**src/rtl/tail_light_pkg.sv**
```systemverilog
// Shared types and pattern helpers for the tail-light turn-signal path.
// Pure decode functions: state to mode, mode to entry state, step order, lamp patterns.
package tail_light_pkg;

  typedef enum logic [3:0] {
    IDLE, L1, L2, L3, L0, R1, R2, R3, R0, HON, HOFF
  } state_t;

  typedef enum logic [1:0] {
    OFF, LEFT, RIGHT, HAZ
  } mode_t;

  localparam logic [2:0] PAT_OFF = 3'b000;
  localparam logic [2:0] PAT_1   = 3'b001;
  localparam logic [2:0] PAT_2   = 3'b011;
  localparam logic [2:0] PAT_3   = 3'b111;

  function automatic mode_t state_mode(input state_t s);
    case (s)
      L1, L2, L3, L0: return LEFT;
      R1, R2, R3, R0: return RIGHT;
      HON, HOFF:      return HAZ;
      default:        return OFF;
    endcase
  endfunction

  function automatic state_t entry_state(input mode_t m);
    case (m)
      LEFT:    return L1;
      RIGHT:   return R1;
      HAZ:     return HON;
      default: return IDLE;
    endcase
  endfunction

  function automatic state_t step_state(input state_t s);
    case (s)
      L1:      return L2;
      L2:      return L3;
      L3:      return L0;
      L0:      return L1;
      R1:      return R2;
      R2:      return R3;
      R3:      return R0;
      R0:      return R1;
      HON:     return HOFF;
      HOFF:    return HON;
      default: return IDLE;
    endcase
  endfunction

  function automatic logic [2:0] left_pattern(input state_t s);
    case (s)
      L1:      return PAT_1;
      L2:      return PAT_2;
      L3, HON: return PAT_3;
      default: return PAT_OFF;
    endcase
  endfunction

  function automatic logic [2:0] right_pattern(input state_t s);
    case (s)
      R1:      return PAT_1;
      R2:      return PAT_2;
      R3, HON: return PAT_3;
      default: return PAT_OFF;
    endcase
  endfunction

endpackage

```
**src/rtl/turn_signal_sequencer_if.sv**
```systemverilog
// Lever/switch requests in, left/right 3-lamp patterns out toward the brake-light stage.
interface turn_signal_sequencer_if;
  logic       left;
  logic       right;
  logic       hazard;
  logic [2:0] l_signal;
  logic [2:0] r_signal;

  modport master (output left, right, hazard, input l_signal, r_signal);
  modport slave  (input left, right, hazard, output l_signal, r_signal);
endinterface

```
**src/rtl/sync_2ff.sv**
```systemverilog
// One-bit two-flop synchroniser for asynchronous level inputs.
module sync_2ff (
  input  logic clock,
  input  logic reset_n,
  input  logic d,
  output logic q
);
  logic meta;

  // NOTE: non-blocking assignments make the two flops shift in parallel; blocking would collapse them into one.
  always_ff @(posedge clock or negedge reset_n) begin
    if (!reset_n) begin
      meta <= 1'b0;
      q    <= 1'b0;
    end else begin
      meta <= d;
      q    <= meta;
    end
  end
endmodule

```
**src/rtl/turn_signal_sequencer.sv**
```systemverilog
// Sequential turn-signal / hazard pattern generator: synchronisers, mode decode,
// step prescaler and a Moore FSM with registered lamp outputs.
module turn_signal_sequencer
  import tail_light_pkg::*;
#(
  parameter int unsigned STEP_DIV = 12_500_000
) (
  input  logic                    clock,
  input  logic                    reset_n,
  turn_signal_sequencer_if.slave  bus
);

  localparam int CNT_W = (STEP_DIV > 1) ? $clog2(STEP_DIV) : 1;
  localparam logic [CNT_W-1:0] CNT_MAX = CNT_W'(STEP_DIV - 1);

  logic left_s, right_s, hazard_s;

  sync_2ff u_sync_left   (.clock(clock), .reset_n(reset_n), .d(bus.left),   .q(left_s));
  sync_2ff u_sync_right  (.clock(clock), .reset_n(reset_n), .d(bus.right),  .q(right_s));
  sync_2ff u_sync_hazard (.clock(clock), .reset_n(reset_n), .d(bus.hazard), .q(hazard_s));

  mode_t            mode;
  state_t           state, state_next;
  logic [CNT_W-1:0] cnt;
  logic             mode_change;
  logic             tick;

  // NOTE: every always_comb output gets a default first so no path leaves it unassigned (no latch).
  always_comb begin
    mode = OFF;
    if (hazard_s || (left_s && right_s)) mode = HAZ;
    else if (left_s)                     mode = LEFT;
    else if (right_s)                    mode = RIGHT;
  end

  assign mode_change = (mode != state_mode(state));
  assign tick        = (cnt == CNT_MAX);

  // Step timing restarts at every mode entry, so the first pattern lasts a full step.
  always_ff @(posedge clock or negedge reset_n) begin
    if (!reset_n)                                  cnt <= '0;
    else if ((mode == OFF) || mode_change || tick) cnt <= '0;
    else                                           cnt <= cnt + CNT_W'(1);
  end

  always_comb begin
    state_next = state;
    if (mode_change) state_next = entry_state(mode);
    else if (tick)   state_next = step_state(state);
  end

  // Lamp registers load the decode of the next state, so they always match the state register.
  always_ff @(posedge clock or negedge reset_n) begin
    if (!reset_n) begin
      state        <= IDLE;
      bus.l_signal <= PAT_OFF;
      bus.r_signal <= PAT_OFF;
    end else begin
      state        <= state_next;
      bus.l_signal <= left_pattern(state_next);
      bus.r_signal <= right_pattern(state_next);
    end
  end

endmodule

```
**src/flat_wrapper.sv**
```systemverilog
// flat-port wrapper written by rule: the top's interface ports become plain ports
module turn_signal_sequencer_flat import tail_light_pkg::*;
#(
  parameter int unsigned STEP_DIV = 12_500_000
)
  (clock, reset_n, bus_left, bus_right, bus_hazard, bus_l_signal, bus_r_signal);
  turn_signal_sequencer_if bus_i ();
  input  logic clock;
  input  logic reset_n;
  input wire logic [$bits(bus_i.left)-1:0] bus_left;
  input wire logic [$bits(bus_i.right)-1:0] bus_right;
  input wire logic [$bits(bus_i.hazard)-1:0] bus_hazard;
  output wire logic [$bits(bus_i.l_signal)-1:0] bus_l_signal;
  output wire logic [$bits(bus_i.r_signal)-1:0] bus_r_signal;
  assign bus_i.left = bus_left;
  assign bus_i.right = bus_right;
  assign bus_i.hazard = bus_hazard;
  assign bus_l_signal = bus_i.l_signal;
  assign bus_r_signal = bus_i.r_signal;
  turn_signal_sequencer #(.STEP_DIV(STEP_DIV)) u_core (.clock(clock), .reset_n(reset_n), .bus(bus_i));
endmodule
```
**config.mk**
```make
export PLATFORM = sky130hd
export DESIGN_NAME = turn_signal_sequencer_flat
export DESIGN_NICKNAME = d
export VERILOG_FILES = /design/src/rtl/tail_light_pkg.sv /design/src/rtl/turn_signal_sequencer_if.sv /design/src/rtl/sync_2ff.sv /design/src/rtl/turn_signal_sequencer.sv /design/src/flat_wrapper.sv
export SDC_FILE = /design/constraint.sdc
export NUM_CORES = 1
export LEC_CHECK = 0
export CAP_MARGIN = 20
export CORE_AREA = 2 2 66 75
export DETAILED_ROUTE_END_ITERATION = 10
export DIE_AREA = 0 0 68 77
export GPL_ROUTABILITY_DRIVEN = 0
export PLACE_DENSITY_LB_ADDON = 0.15
export SLEW_MARGIN = 15
export SYNTH_ARGS = -nofsm -noshare
export SYNTH_HDL_FRONTEND = slang
export SYNTH_HIERARCHICAL = 1
export SYNTH_SLANG_ARGS = --single-unit
```
**constraint.sdc**
```tcl
create_clock -name clock -period 3.2 [get_ports clock]
set_clock_uncertainty 0.05 [all_clocks]
set_input_delay 0.64 -clock clock [delete_from_list [all_inputs] [get_ports clock]]
set_output_delay 0.64 -clock clock [all_outputs]
set_load 0.005 [all_outputs]
```
==> metrics.txt, run 1 <==
clock power share=between 20% and 30%; Max Slew Vio Count=0; vias in the first global route=1397; peak supply drop=between 0.0003 and 0.0004 V; cts hold-fix bufs=0; sequential share of power=between 40 and 50%; Pre-antenna DRT Iters=4; Post-CTS Resized=0; WHS Endpoint=u_core/u_sync_left/q; Row Count=26; Placed Area=2130 um^2; CP Capture Type=register; hold depth=0; layout cell share with drive strength beyond 1=9.09%; CTS sink cnt=40; DRT antenna net count=0; hold_sp=u_core/u_sync_left/meta; Slew headroom=42.2%; I/O Buffers=10; count of unique library cells instantiated by Yosys=36; DR vias=between 1000 and 1500; R2R Setup Slk=0.46 ns; Synth Warn #=6; grt total ovfl=0; Req. time, crit path=3.36 ns; Total Nets Final=220; WS Path Type=reg2reg; FILL cells=approximately 420; Sw Ratio=31.4%; I/O pins=11; critical-path cell list=inv_1 > ha_1 > ha_1 > nand2b_1 > nand2_1 > xor2_1 > o41ai_4 > mux2i_1 > nand2_1 > o211ai_1; capturing point of the worst reg2reg path=u_core/bus.r_signal[0]; number of enable flip-flop cells after synthesis=0; Core Region=4490 um^2; Max Cap Viol=0; routed len/inst=13.5 um; CP peak stage delay=roughly 0.46 ns; Syn Area/Cell=between 10 and 15 um^2; chip height=77 um; Gate power share=30.0%; Syn-to-layout area delta=14.2%; Primary FF master, synth=dfrtp_1; die area=around 5200 um^2; Initial Util=between 40% and 50%; crit-path leading delay family=compound AO/OA/AOI/OAI gates; largest fanout on the critical path=6; Synth Net Count=204; pin count of the biggest net entering global routing=roughly 40; R2R Path Start=u_core/state[0]; Final Cell Area=2240 um^2; Critical Path AT=2.90 ns; Fmax=0.365 GHz; CTS tree=built; CP max stage cell=mux2i_1; n_diodes=0; ys async rst share=100%; NetSw=454 uW; Mapped Area=approximately 2000 um^2; post-route setup TNS=0 ns; Setup Fix Bufs, Post-CTS=0; outcome=finished clean; H-tree levels=2; Final Hold Vio Count=0; unrepaired setup endpoints after global routing=no; Mapped Cells=between 150 and 200; post-DP HPWL=2550 um; Worst Path Buf+Inv=1; CTS Root Cell=clkbuf_8; initial antenna violation count=0; Worst Setup Start Kind=register; HP Class=reg2reg; Int Pwr=994 uW; R2R depth=10; fin crit share=85.7%; DRT iter0 DRCs=65; leakage=0.00100 uW; Pwr Density=648 nW/um^2; Worst-Margin Slew=0.867 ns; clock-pin slew on the worst setup and hold paths=0.08 ns; #FFs+latches synth=40; final setup vio count=0; CTS max path bufs=2; first-pass GRT wire length=~6300 um; clk_lat worst skew=about 0.28 ns; Num CTS Buffers=5; final wirelength=approximately 3600 um; GRT Util Overall=15.6%; DRC viols=0; Die X=around 70 um; Tmin final=between 2 and 3 ns; Via density=between 5 and 6; Seq/Total Area, Yosys=between 50% and 60%
==> power groups by stage <==
stage	registers, uW	logic, uW	clock network [uW]
finish	615	435	399
detailed placement	624	440	0
CTS	616	442	414
global route	624	486	439
floorplan	611	295	0
global placement	622	431	0
==> worst max-delay path by stage <==
stage / startpoint / end / slack (ns) / cells after the start
final: u_core/state[0] / u_core/bus.r_signal[0] / 0.46 / 10
after global routing: u_core/state[0] / u_core/bus.r_signal[0] / 0.19 / 10
after CTS: u_core/state[0] / u_core/bus.r_signal[0] / 0.43 / 10
after detailed placement: u_core/state[0] / u_core/bus.r_signal[0] / 0.45 / 10
after global placement: u_core/state[0] / u_core/bus.l_signal[1] / 0.58 / 11
after floorplan: u_core/state[0] / u_core/bus.r_signal[0] / 0.73 / 11
==> registers in the layout, summed over array words and instances (netlist names) <==
signal	count
u_core/u_sync_right/meta	1
u_core/u_sync_left/meta	1
u_core/u_sync_hazard/meta	1
u_core/bus.l_signal	3
u_core/state	4
u_core/cnt	24
u_core/u_sync_right/q	1
u_core/u_sync_left/q	1
u_core/u_sync_hazard/q	1
u_core/bus.r_signal	3
==> logic make-up (layout without fill, tap and decap cells) <==
logic type / count (synthesis) / count (layout) / synth area share [%]
AOI/OAI and AO/OA: 20 / 20 / 7.41
xor gates and xnor gates: 22 / 22 / 9.84
adders and majority gates: 7 / 7 / 4.47
buffers and inverters: 12 / 29 / 2.36
DFF: 40 / 40 / 51.1
muxes: 7 / 7 / 3.64
and+or+nand+nor: 84 / 84 / 21.2
==> synth_stat cells, types with 3 or more instances <==
cell type	number	area (um^2)
dfrtp_1	40	1000
nor2_1	28	105
nand2_1	18	67.6
xor2_1	14	123
nand3_1	11	55.1
a21oi_1	9	45.0
xnor2_1	8	70.1
ha_1	7	87.6
inv_1	6	22.5
mux2i_1	6	60.1
and3_1	5	31.3
nand4_1	5	31.3
and4_1	3	26.3
inv_2	3	11.3
==> area by class of cell <==
type                    instances  area, um^2  share of cell area [%]
clock inverters                 3        42.5                    1.90
inverters                       9        33.8                    1.51
multi-input cells             140         911                    40.7
well taps                      56        70.1                    3.13
clock buffers                   5        68.8                    3.08
flip-flops and latches         40        1000                    44.7
repair buffers                 12         110                    4.92
==> layout by cell type, fill, tap and decap left out, drive strengths merged <==
cell type and n:
o21ai 4, nor3b 1, and4 3, nor2 28
o22ai 2, a21oi 9, clkinvlp 1, dfrtp 40
nor2b 2, clkinv 1, nand2 18, o211ai 2
nor4 2, ha 7, and4b 1, nor3 2
nand3 12, and3 5, o41ai 1, xor2 14
inv 9, bufinv 1, clkbuf 5, mux2i 6
a21boi 1, o2bb2ai 1, nand3b 1, nor4b 1
nand2b 2, nand4 5, clkdlybuf4s50 9, or3 1
xnor2 8, buf 3, mux2 1
==> through the flow <==
step | util (%) | std cells | power, uW | hold WS [ns] | setup WS, ns
after CTS | 49.8 | 265 | 1470 | 0.306 | 0.434
after floorplan | - | 192 | 906 | 0.281 | 0.730
after global routing | 49.8 | 265 | 1550 | 0.317 | 0.187
final | 49.8 | 265 | 1450 | 0.305 | 0.459
after global placement | 47.4 | 257 | 1050 | 0.284 | 0.580
after detailed placement | 47.4 | 257 | 1060 | 0.289 | 0.450
==> routing by layer <==
layer / vias to the layer above / GRT usage [%] / part of all wire, %
li1: 686 / - / -
met1: 708 / 19.1 / 43
met2: 20 / 25.8 / 52
met3: 5 / 4.40 / 2.8
met4: 0 / 5.40 / 1.6
met5: - / 0 / 0
(Power assumes the default switching activity.)
==> run 2, diff against run 1 <==
--- a/config.mk
+++ b/config.mk
@@ -5,10 +5,10 @@
 export SDC_FILE = /design/constraint.sdc
 export NUM_CORES = 1
 export LEC_CHECK = 0
-export CAP_MARGIN = 20
-export CORE_AREA = 2 2 66 75
+export CAP_MARGIN = 10
+export CORE_AREA = 2 2 70 79
 export DETAILED_ROUTE_END_ITERATION = 10
-export DIE_AREA = 0 0 68 77
+export DIE_AREA = 0 0 72 81
 export GPL_ROUTABILITY_DRIVEN = 0
 export PLACE_DENSITY_LB_ADDON = 0.15
 export SLEW_MARGIN = 15
==> run 2 against run 1 <==
Compared with the run above: largest power group unchanged; first-iteration DRC count grew 37%; design area is essentially flat; clock power is essentially flat; highest routed layer unchanged; clock-buffer cell count grew 1; utilization shrank 6.4 points; global-route usage shrank 1.7 points; critical path type unchanged.
==> metrics.txt, run 2 (same netlist as run 1, synthesis figures left out) <==
Pre-antenna DRT Iters=4; peak supply drop=between 0.0002 and 0.0003 V; post-route setup TNS=0 ns; PnR worst setup slack=0.424 ns; first-pass GRT wire length=6310 um; I/O pins=11; WS Path Type=reg2reg; Slew headroom=42.2%; final wirelength=~3600 um; Fmax=approximately 0.36 GHz; I/O Buffers=10; H-tree levels=2; clock-pin slew on the worst setup and hold paths=~0.08 ns; Setup crit start=u_core/state[0]; largest fanout on the critical path=6; clk_lat worst skew=0.29 ns; CP peak stage delay=0.46 ns; GRT Util Overall=13.9%; critical-path cell list=inv_1 > ha_1 > ha_1 > nand2b_1 > nand2_1 > xor2_1 > o41ai_4 > mux2i_1 > nand2_1 > o211ai_1; FILL cells=474; vias in the first global route=1417; CP Capture Type=register; CTS sink cnt=40; Core Region=5150 um^2; most frequent cells in the layout=40 x dfrtp_1, 28 x nor2_1, 18 x nand2_1; multi-input combinational cell area=911 um^2; Total Nets Final=220; Max Slew Vio Count=0; outcome=finished clean; Final Hold Vio Count=0; Worst-Margin Slew=0.867 ns; HP Class=reg2reg; Die X=72 um; unrepaired setup endpoints after global routing=no; grt total ovfl=0; pin count of the biggest net entering global routing=41; DR vias=1399; CTS max path bufs=2; fin crit share=86.8%; post-DP HPWL=2560 um; R2R Path Start=u_core/state[0]; initial antenna violation count=0; Util after Layout=43.5%; Num CTS Buffers=5; Max Cap Viol=0; Largest register FFs=24; DRT antenna net count=0; Row Count=28; routed len/inst=13.3 um; Critical Path AT=2.93 ns; Pwr Density=648 nW/um^2; leakage=0.00100 uW; die area=5830 um^2; Reg with most FFs=u_core/cnt; Tmin final=2.78 ns; chip height=around 81 um; Worst Setup Start Kind=register; DRC viols=0; Setup Fix Bufs, Post-CTS=0; CTS tree=built; Via density=~5.2; CP max stage cell=mux2i_1; Req. time, crit path=3.35 ns; DRT iter0 DRCs=89; cts hold-fix bufs=0; n_diodes=0; largest registers=u_core/cnt x24, u_core/state x4; Syn-to-layout area delta=14.3%; post-place setup slack=0.424 ns; final setup vio count=0; CTS Root Cell=clkbuf_8; Initial Util=38.0%; sequential cell area=~1000 um^2; leading cell type in the layout, fill and taps excluded=dfrtp_1; layout cell share with drive strength beyond 1=8.61%; hold_sp=u_core/u_sync_left/meta; Post-CTS Resized=0
-- run 2: changes by cell type in the layout (fill, tap and decap cells not counted), sizes merged --
cell,delta
clkinvlp,-1
clkbuf,+1
-- run 2: path summary, 6_finish.rpt --
| path | slack, ns | endpoint | cells after the start |
|---|---|---|---|
| min in group asynchronous | 0.41 | u_core/bus.r_signal[0] | 1 |
| max in group asynchronous | 2.14 | u_core/cnt[6] | 1 |
| worst max register to register | 0.42 | u_core/bus.r_signal[0] | 10 |
| worst max-delay path | 0.42 | u_core/bus.r_signal[0] | 10 |
| worst min-delay path | 0.30 | u_core/u_sync_left/q | 0 |
| worst min register to register | 0.30 | u_core/u_sync_left/q | 0 |
-- run 2: report_power, final --
group	switching (uW)	total (uW)	internal, uW
Sequential	44.9	613	568
Combinational	243	439	196
Clock	168	399	231
-- run 2: area by class of cell --
cell class	instances	share of cell area, %
clock buffers	6	3.24
clock inverters	2	1.57
inverters	9	1.51
multi-input cells	140	40.7
flip-flops and latches	40	44.7
well taps	60	3.35
repair buffers	12	4.92
-- run 2: worst max-delay path, delay by kind of cell, from the launching register on --
family / cells / cell delay [ns]
compound gates: 2 / 0.63
xor+xnor: 1 / 0.17
fa+ha+maj: 2 / 0.49
buf+inv: 1 / 0.10
flops: 1 / 0.42
mux: 1 / 0.46
simple gates: 3 / 0.37
-- run 2: layer usage --
layer / global-route usage [%] / up-vias / routed length, um
li1: - / 689 / -
met1: 15.5 / 695 / 1580
met2: 24.9 / 10 / 1850
met3: 3.47 / 5 / 70
met4: 6.42 / 0 / 72
met5: 0 / - / 0
-- run 2: through the flow --
stage	cells	instance area (um^2)	power [uW]	hold slack, ns
after floorplan	192	1960	906	0.281
after global placement	261	2130	1050	0.290
after detailed placement	261	2130	1060	0.287
after CTS	269	2240	1470	0.305
after global routing	269	2240	1540	0.308
final	269	2240	1450	0.302
